===== src/rtl/branch_resolve_unit.sv =====
// Branch resolve unit: evaluates RV32 branch conditions, registers the resolved
// next PC behind a valid/ready handshake and trains a saturating-counter BHT on retire.
module branch_resolve_unit #(
    parameter int unsigned XLEN      = 32,
    parameter int unsigned BHT_DEPTH = 16,
    parameter int unsigned CTR_BITS  = 2
) (
    input  logic            clk,
    input  logic            rst_n,
    input  logic            flush,
    input  logic            in_valid,
    output logic            in_ready,
    input  logic [XLEN-1:0] pc,
    input  logic [XLEN-1:0] rs1,
    input  logic [XLEN-1:0] rs2,
    input  logic [XLEN-1:0] imm,
    input  logic [2:0]      funct3,
    input  logic            pred_in,
    output logic            out_valid,
    input  logic            out_ready,
    output logic            taken,
    output logic [XLEN-1:0] next_pc,
    output logic            mispredict,
    output logic            illegal,
    input  logic [XLEN-1:0] query_pc,
    output logic            query_taken,
    output logic [31:0]     stat_branches,
    output logic [31:0]     stat_mispredicts
);

    localparam int unsigned IDX_W = $clog2(BHT_DEPTH);
    localparam logic [CTR_BITS-1:0] CTR_INIT = CTR_BITS'((1 << (CTR_BITS - 1)) - 1);
    localparam logic [CTR_BITS-1:0] CTR_MAX  = '1;

    logic [CTR_BITS-1:0] bht [BHT_DEPTH];
    logic [IDX_W-1:0]    ret_idx;
    logic [IDX_W-1:0]    qidx;
    logic                accept;
    logic                retire;
    logic                eq;
    logic                lt;
    logic                ltu;
    logic                res_taken;
    logic                res_illegal;
    logic [XLEN-1:0]     target;
    logic [XLEN-1:0]     fallthru;
    logic                unused_qbits;

    assign in_ready = !flush && (!out_valid || out_ready);
    assign accept   = in_valid && in_ready;
    assign retire   = out_valid && out_ready && !flush;

    assign eq       = (rs1 == rs2);
    assign lt       = ($signed(rs1) < $signed(rs2));
    assign ltu      = (rs1 < rs2);
    assign target   = pc + imm;
    assign fallthru = pc + XLEN'(4);

    always_comb begin
        res_taken   = 1'b0;
        res_illegal = 1'b0;
        case (funct3)
            3'b000:  res_taken = eq;
            3'b001:  res_taken = !eq;
            3'b100:  res_taken = lt;
            3'b101:  res_taken = !lt;
            3'b110:  res_taken = ltu;
            3'b111:  res_taken = !ltu;
            default: res_illegal = 1'b1;
        endcase
    end

    // Only the index bits of query_pc select an entry; the rest are intentionally ignored.
    assign qidx         = query_pc[IDX_W+1:2];
    assign query_taken  = bht[qidx][CTR_BITS-1];
    assign unused_qbits = ^{query_pc[XLEN-1:IDX_W+2], query_pc[1:0]};

    always_ff @(posedge clk or negedge rst_n) begin
        if (!rst_n) begin
            out_valid  <= 1'b0;
            taken      <= 1'b0;
            next_pc    <= '0;
            mispredict <= 1'b0;
            illegal    <= 1'b0;
            ret_idx    <= '0;
        end else if (flush) begin
            out_valid <= 1'b0;
        end else if (accept) begin
            out_valid  <= 1'b1;
            taken      <= res_taken;
            next_pc    <= res_taken ? target : fallthru;
            mispredict <= !res_illegal && (res_taken != pred_in);
            illegal    <= res_illegal;
            ret_idx    <= pc[IDX_W+1:2];
        end else if (retire) begin
            out_valid <= 1'b0;
        end
    end

    always_ff @(posedge clk or negedge rst_n) begin
        if (!rst_n) begin
            for (int unsigned i = 0; i < BHT_DEPTH; i++) begin
                bht[i] <= CTR_INIT;
            end
        end else if (retire && !illegal) begin
            if (taken) begin
                if (bht[ret_idx] != CTR_MAX) bht[ret_idx] <= bht[ret_idx] + 1'b1;
            end else begin
                if (bht[ret_idx] != '0) bht[ret_idx] <= bht[ret_idx] - 1'b1;
            end
        end
    end

    always_ff @(posedge clk or negedge rst_n) begin
        if (!rst_n) begin
            stat_branches    <= '0;
            stat_mispredicts <= '0;
        end else if (retire) begin
            if (!illegal)  stat_branches    <= stat_branches + 32'd1;
            if (mispredict) stat_mispredicts <= stat_mispredicts + 32'd1;
        end
    end

endmodule


===== config.mk =====
export PLATFORM = sky130hd
export DESIGN_NAME = branch_resolve_unit
export DESIGN_NICKNAME = d
export VERILOG_FILES = /design/src/rtl/branch_resolve_unit.sv
export SDC_FILE = /design/constraint.sdc
export NUM_CORES = 1
export LEC_CHECK = 0
export CAP_MARGIN = 0
export CORE_MARGIN = 2
export CORE_UTILIZATION = 45
export DETAILED_ROUTE_END_ITERATION = 10
export HOLD_SLACK_MARGIN = 0.1
export PLACE_DENSITY = 0.77
export SLEW_MARGIN = 20
export SYNTH_ARGS = -nofsm -noshare
export SYNTH_HDL_FRONTEND = slang
export SYNTH_SLANG_ARGS = --single-unit

===== constraint.sdc =====
create_clock -name clk -period 6.8 [get_ports clk]
set_clock_uncertainty 0.05 [all_clocks]
set_input_delay 0.68 -clock clk [delete_from_list [all_inputs] [get_ports clk]]
set_output_delay 0.68 -clock clk [all_outputs]
set_load 0.03 [all_outputs]

**Word-level counts from Yosys, hierarchy flattened**

Cells that the tools add are included.

- Word-level logic and storage cells: 90
- Input bits: 169
- Register bits: 136
- Output and inout port bits: 102

- Bitwise logic cells: 4
- $add $sub $neg: 6
- Eq/ne operators: 9
- Reductions and logical operators: 23
- Mux-type cells: 19
- $lt $le $gt $ge: 5

Operators with widths:

| operator | count |
|---|---|
| 2-to-1 mux 32 bit | 4 |
| adder 32 x 1 -> 32 bit (second input constant) | 2 |
| bitwise mux 32 bit | 2 |
| < comparator 32 bit | 2 |
| adder 32 x 3 -> 32 bit (second input constant) | 1 |
| adder 32 bit | 1 |
| == test 32 bit | 1 |
| binary-select mux 2 bit (select 4 bit) | 2 |
| == test 3 bit (second input constant) | 4 |
| >= comparator 5 bit (second input constant) | 2 |
| 2-to-1 mux 2 bit | 5 |
| NOT 4 -> 5 bit | 2 |
| demux 2 bit (select 4 bit) | 1 |
| logical AND 1 bit | 7 |
| logical NOT 1 bit | 6 |
| one-hot mux 1 bit (6 select lines) | 1 |
| AND reduction 2 bit | 3 |
| OR reduction 6 bit | 1 |
| < comparator 5 x 1 -> 1 bit (second input constant) | 1 |
| 2-to-1 mux 1 bit | 4 |
| nonzero test 2 bit | 2 |
| == test 3 x 1 -> 1 bit (second input constant) | 1 |
| logical NOT 3 bit | 1 |
| AND reduction 3 bit | 1 |
| other kinds (8) | 9 |

**Depth between registers and ports, before layout**

Gate-level depths: netlist (run 1).

- Depth in word-level cells: 8
- Gate-level depth with buffers: 15
- Mapped depth without buffers: 13

**Worst setup path before layout (run 1)**

No wires, ideal clock.

- Path type: reg2reg
- From: register ret_idx[0]
- To: register bht[25] (netlist bit)
- Setup time: 0.125 ns
- Path buffers: 2
- Cell stages (with the launch flop): 12
- Slack: 3.404 ns
- Clock period less this slack: 3.396 ns
- Arrival time: 3.222 ns
- Path through: dfrtp_1 > clkbuf_1 > buf_1 > mux4_2 > mux4_2 > ha_1 > mux2i_1 > nand2_1 > inv_1 > nand3_1 > nor3_1 > mux2_2

- Word-level cells in the longest chain between the ends: 8
- Elaborated cells on any way between the ends: 21
- Those cells by class: 2 x add/sub; 2 x order compare; 2 x eq/ne; 10 x mux; 1 x bitwise; 4 x reduce/logical

Ends and longest elaborated chain:

| what | line | RTL |
|---|---|---|
| start: declaration | 36 | `logic [IDX_W-1:0] ret_idx;` |
| start signal: assignment | 94 | `ret_idx <= pc[IDX_W+1:2];` |
| NOT 4 -> 5 bit (implied by the code) (*) | 107, 109 |  |
| binary-select mux 2 bit (select 4 bit), or another cell as far along | 107, 109 |  |
| 2-to-1 mux 2 bit (implied by the code) / logical AND 1 bit (equally long branches) | 107, 109 |  |
| 2-to-1 mux 2 bit (implied by the code) | 107, 109 |  |
| subtractor 2 x 1 -> 2 bit, or another cell as far along | 109 | `if (bht[ret_idx] != '0) bht[ret_idx] <= bht[ret_idx] - 1'b1;` |
| bitwise mux 32 bit, on equally long branches | 109, 107 |  |
| 2-to-1 mux 32 bit, on equally long branches | 109, 107 |  |
| 2-to-1 mux 32 bit | 106 | `if (taken) begin` |
| end signal: indexed assignment | 103 | `bht[i] <= CTR_INIT;` |
| end: declaration | 35 | `logic [CTR_BITS-1:0] bht [BHT_DEPTH];` |

Mark *: on every way between the ends. The rest lies on a longest branch, timed or not. The select of a mux whose other input is x is not followed.
A chain may end at the register's enable or synchronous reset.

**Worst setup path in the final report (run 1)**

- From: input rs2[27]
- To: register next_pc[3]

- Word-level cells in the longest chain between the ends: 4
- Elaborated cells on any way between the ends: 8
- Those cells by class: 2 x order compare; 1 x eq/ne; 2 x mux; 3 x reduce/logical

Ends and longest elaborated chain:

| what | line | RTL |
|---|---|---|
| start: declaration | 15 | `input logic [XLEN-1:0] rs2,` |
| < comparator 32 bit, or another cell as far along | 55 | `assign ltu = (rs1 < rs2);` |
| logical NOT 1 bit, on equally long branches | 68, 64, 66 |  |
| one-hot mux 1 bit (6 select lines) (*) | 62 | `case (funct3)` |
| 2-to-1 mux 32 bit (*) | 91 | `next_pc <= res_taken ? target : fallthru;` |
| end signal: assignment | 91 |  |
| end: declaration | 22 | `output logic [XLEN-1:0] next_pc,` |

Mark *: on every way between the ends. The rest lies on a longest branch, timed or not.

==> impl_metrics.toml, run 1 <==
[clocking]
clk_pin_slew_ns = 0.06
clk_path_buf_depth = 2
clock-sinks = 136
numCtsBuffers = 17
hold_buffers = 0
cts_tree = "built"
root_buffer = "clkbuf_16"
cts_max_level = 4
post_cts_buffers = 0
ctsResizeCount = 0
clk_latency_ns = 0.41

[final_layout]
final_cell_mix = "241 x clkdlybuf4s50_1, 120 x dfrtp_1, 118 x nand2_1, 93 x nor2_1, 72 x xnor2_1"
nNetsFinal = 1488
final_common_cell = "clkdlybuf4s50_1"
final_area_um2 = 12500
syn2layout_area_growth_pct = 35.8
drive_gt1_share_pct = 8.00

[power]
powerDensity_nw_per_um2 = 223
ir_drop_v = 0.000141
p_leak_nw = 5.55

[yosys]
ys_async_sr_fraction_pct = 100
ys_ff_latch = 136
synth_cells = 1010
synth_area_per_cell_um2 = 9.14
ys_types = 60
syn_area_um2 = 9230
synth_ff_type = "dfrtp_1"
ys_seq_area_share_pct = 37.1
ys_warn_count = 0
synth_nets = 1248
synth-edff-count = 0

[detailed_routing]
drtPass1Iterations = 4
drtIter0Drc = 458
vias_per_cell = 5.37
ant_nets = 0
drcViolationCount = 0
wirelength_um = 24300
vias = 8242
routedWlPerCell_um = 15.9

[floorplan]
dieArea_um2 = 21700
core-area_um2 = 20200
ios = 271
core.rowCount = 52
die_x_um = 147
initial_utilization_pct = 45.8
die_h_um = 147

[critical_path]
reg2reg_from = "ret_idx[0]$_DFFE_PN0P_"
required_ns = 7.02
start_kind = "input pin"
crit_arrival_ns = 4.28
path_cells = "clkdlybuf4s50_1, inv_1, ha_1, nand4_1, or4_1, nor3_2, xor2_1, a32oi_1, nand3_2, buf_4, mux2i_1, o21ai_0"
critPathSlowestCell = "nand3_2"
r2r_end = "bht[25]$_DFFE_PN0P_"
worstSetupPathType = "input pin to flip-flop"
path_max_fanout = 45
slowest_delay_ns = 0.78
rr_worst_depth = 11
critPathCaptureType = "flip-flop"
rrSetupSlack_ns = 2.73

[worst_hold_path]
hold_class = "input pin to async pin"

[sta]
rsz0062_at_grt = "no"
drv_slew = 0
max_freq_ghz = 0.246
setup_ws_ns = 2.73
relSlewSlack_pct = 34.1
min_period_ns = 4.07
finalSetupViolations = 0
fin_crit_sh_pct = 59.8
setup_tns_ns = 0
hold_viol_final = 0
tightest_slew_ns = 0.988

[global_routing]
grt_max_degree = 77
antenna_found_initial = 1
grt_pass1_vias = 8355
track_usage_pct = 23.1
grt_pass1_wl_um = 40700
grt_overflow_total = 0

[placement]
placed_area_um2 = 11900
pre_cts_slack_ns = 2.29
gp_congestion = 0.873
dp_hpwl_um = 18900
io_buffers = 242

[job]
max_cap_violations = 0

[run_status]
outcome = "finished, final reports clean"
-- power breakdown --
group	switching, mW	total, mW	internal (mW)
logic	0.445	0.826	0.381
registers	0.0856	0.997	0.912
clock network	0.373	0.965	0.592
-- kinds of logic (layout without fill, tap and decap cells) --
family	after synthesis	count (layout)	synth area share, %
buffers and inverters	78	331	3.42
flip-flops	136	136	37.1
other	0	1	0
AND/OR/NAND/NOR	371	371	19.1
AO/OA/AOI/OAI	194	194	12.8
XOR/XNOR	118	118	11.2
multiplexers	44	44	6.95
adder cells (fa/ha/maj)	69	69	9.43
-- routing by layer --
layer  up-vias  track usage, %  share of wire, %
met5         -               0                 0
li1       4048               -                 -
met4         0            7.74               2.0
met2       229            39.7                49
met3        41            4.60               5.2
met1      3924            29.2                44
-- critical path, delay by kind of cell --
family                   cells  cell delay, ns
AO/OA/AOI/OAI                2            0.33
adder cells (fa/ha/maj)      1            0.30
multiplexers                 1            0.17
XOR/XNOR                     1            0.09
AND/OR/NAND/NOR              4            1.70
buffers and inverters        3            1.01
-- synth_stat cells, types with 5 or more instances --
library cell	instances	share of area (%)
clkbuf_1	13	0.53
nand3_1	35	1.9
nor3_1	12	0.65
a211oi_1	7	0.57
nand2b_1	10	0.68
o21ai_0	58	3.1
nor2_1	93	3.8
dfstp_2	16	4.6
o21a_1	5	0.41
and3_1	27	1.8
mux2_2	21	2.6
a31oi_1	6	0.41
nand2_1	119	4.8
a21o_1	18	1.5
xnor2_1	73	6.9
dfrtp_1	120	33
ha_1	68	9.2
a21oi_1	66	3.6
xor2_1	45	4.3
mux4_2	14	3.4
and2_1	6	0.41
o21bai_1	5	0.41
buf_4	5	0.41
mux2i_1	9	0.98
inv_1	54	2.2
nor2b_1	11	0.75
nand4_1	30	2.0
or3_1	6	0.41
-- per-stage QoR --
stage	cells	hold WS (ns)	power [mW]	utilization [%]
finish	1534	0.247	2.79	62.1
global route	1534	0.294	2.94	62.1
CTS	1533	0.265	2.81	62.1
detailed placement	1501	0.407	1.83	59.0
global placement	1501	0.406	1.81	59.0
floorplan	1010	0.334	1.48	-
-- how the worst max path moves through the flow --
stage                           start                      to
6_report                      rs2[27]  next_pc[3]$_DFFE_PN0P_
4_1_cts                       rs2[27]  next_pc[3]$_DFFE_PN0P_
3_5_place_dp                  rs2[27]  next_pc[5]$_DFFE_PN0P_
2_1_floorplan  ret_idx[0]$_DFFE_PN0P_     bht[25]$_DFFE_PN0P_
5_1_grt        ret_idx[0]$_DFFE_PN0P_     bht[25]$_DFFE_PN0P_
3_3_place_gp                  rs2[27]  next_pc[5]$_DFFE_PN0P_
-- final cells by class --
cell class / instances / area (um2)
fill: 1705 / 7640
multi-input combinational: 796 / 5510
sequential: 136 / 3420
timing repair buffer: 245 / 2450
clock buffer: 19 / 443
tap: 270 / 338
inverter: 54 / 203
clock inverter: 13 / 169
antenna: 1 / 2.50
Power figures use the tool's default switching activity.
==> run 2, diff against run 1 <==
clock period = 3.8 ns   (was 6.8 ns; I/O delays follow)
==> impl_metrics.toml, run 2 (synthesis gave the netlist of run 1 again) <==
[floorplan]
die_h_um = 147
core.rowCount = 52
ios = 271
initial_utilization_pct = 45.8
core-area_um2 = 20200
dieArea_um2 = 21700
die_x_um = 147

[final_layout]
regArea_um2 = 3420
syn2layout_area_growth_pct = 36.6
n_antenna_cell = 0
final_common_cell = "clkdlybuf4s50_1"
fillers = 1695
drive_gt1_share_pct = 9.01
nNetsFinal = 1502
final_cell_mix = "241 x clkdlybuf4s50_1, 120 x dfrtp_1, 118 x nand2_1, 93 x nor2_1, 72 x xnor2_1"
multi_input_area_um2 = 5510

[job]
max_cap_violations = 0

[detailed_routing]
drtPass1Iterations = 4
routedWlPerCell_um = 15.9
vias = 8317
wirelength_um = 24700
vias_per_cell = 5.38
ant_nets = 0
drcViolationCount = 0
drtIter0Drc = 464

[clocking]
root_buffer = "clkbuf_16"
post_cts_buffers = 0
ctsResizeCount = 0
clock-sinks = 136
cts_max_level = 4
numCtsBuffers = 17
clk_latency_ns = 0.42
clk_pin_slew_ns = 0.06
hold_buffers = 0
clk_path_buf_depth = 2
cts_tree = "built"

[sta]
tightest_slew_ns = 0.893
fin_crit_sh_pct = 92.1
min_period_ns = 3.50
relSlewSlack_pct = 40.4
finalSetupViolations = 0
setup_tns_ns = 0
hold_viol_final = 0
rsz0062_at_grt = "no"
max_freq_ghz = 0.286
finalHoldWorstSlack_ns = 0.0216
drv_slew = 0

[global_routing]
grt_pass1_wl_um = 40600
grt_max_degree = 112
grt_overflow_total = 0
grt_pass1_vias = 8299
antenna_found_initial = 0
track_usage_pct = 23.2

[critical_path]
critPathCaptureType = "flip-flop"
path_cells = "mux4_2, mux2_2, o21ai_0, inv_1, ha_1, mux2i_1, nand2_1, inv_1, nand3_1, nor3_1, mux2_2"
start_kind = "flip-flop"
crit_arrival_ns = 3.76
worstSetupPathType = "flip-flop to flip-flop"
critPathSlowestCell = "dfrtp_1"
path_max_fanout = 9
slowest_delay_ns = 0.58
required_ns = 4.06

[run_status]
outcome = "finished, final reports clean"

[power]
power.total_mw = 4.90
powerDensity_nw_per_um2 = 389
ir_drop_v = 0.000288
p_leak_nw = 5.61

[placement]
gp_congestion = 0.909
dp_hpwl_um = 19200
io_buffers = 242

[worst_hold_path]
hold_class = "input pin to async pin"
## run 2: changes by cell type in the layout (fill, tap and decap cells not counted)
cell and change:
buf_4 +13, clkinv_4 +5, bufinv_16 -2, clkinvlp_4 -2, inv_6 -2, inv_8 +2
buf_12 +1, buf_6 -1, diode_2 -1
## run 2: worst max-delay path: cells and delay by family (launching register included)
kind	cells	cell delay (ns)
AO/OA/AOI/OAI	1	0.22
adder cells (fa/ha/maj)	1	0.20
buffers and inverters	2	0.25
flip-flops	1	0.58
multiplexers	4	1.36
AND/OR/NAND/NOR	3	0.72
## run 2: report_power, final
part	total (mW)	internal, mW	switching [mW]
clock	1.61	0.918	0.691
combinational	1.51	0.700	0.815
sequential	1.78	1.63	0.146
total	4.90	3.25	1.65
## run 2: cell type report
class                      count  area share, %
clock buffer                  18           3.40
sequential                   136           27.2
clock inverter                14           1.13
multi-input combinational    796           43.7
timing repair buffer         259           20.4
tap                          270           2.68
inverter                      54           1.61
## run 2: final timing paths
kind                                                     to  slack [ns]  cells past startpoint                             start
setup / recovery                        bht[25]$_DFFE_PN0P_        0.30                     11            ret_idx[1]$_DFFE_PN0P_
hold / removal                stat_branches[20]$_DFFE_PN0P_        0.02                      1                             rst_n
max in group asynchronous                         async pin        2.79                      2                             rst_n
min in group clk           stat_mispredicts[31]$_DFFE_PN0P_        0.41                      1  stat_mispredicts[31]$_DFFE_PN0P_
setup reg to reg                        bht[25]$_DFFE_PN0P_        0.30                     11            ret_idx[1]$_DFFE_PN0P_
hold reg to reg            stat_mispredicts[31]$_DFFE_PN0P_        0.41                      1  stat_mispredicts[31]$_DFFE_PN0P_
## run 2: per-layer routing
layer | routed length (um) | GRT usage [%] | vias to the layer above
li1 | - | - | 4083
met1 | 10500 | 29.0 | 3911
met2 | 12100 | 40.1 | 284
met3 | 1530 | 5.59 | 39
met4 | 549 | 6.54 | 0
met5 | 0 | 0 | -
## run 2: per-stage QoR
stage	utilization (%)	area [um2]	setup WS, ns	instances
floorplan	-	9230	0.404	1010
global placement	59.6	12000	0.156	1515
detailed placement	59.6	12000	0.142	1515
CTS	62.5	12600	0.348	1547
global route	62.5	12600	0.0793	1547
finish	62.5	12600	0.302	1547
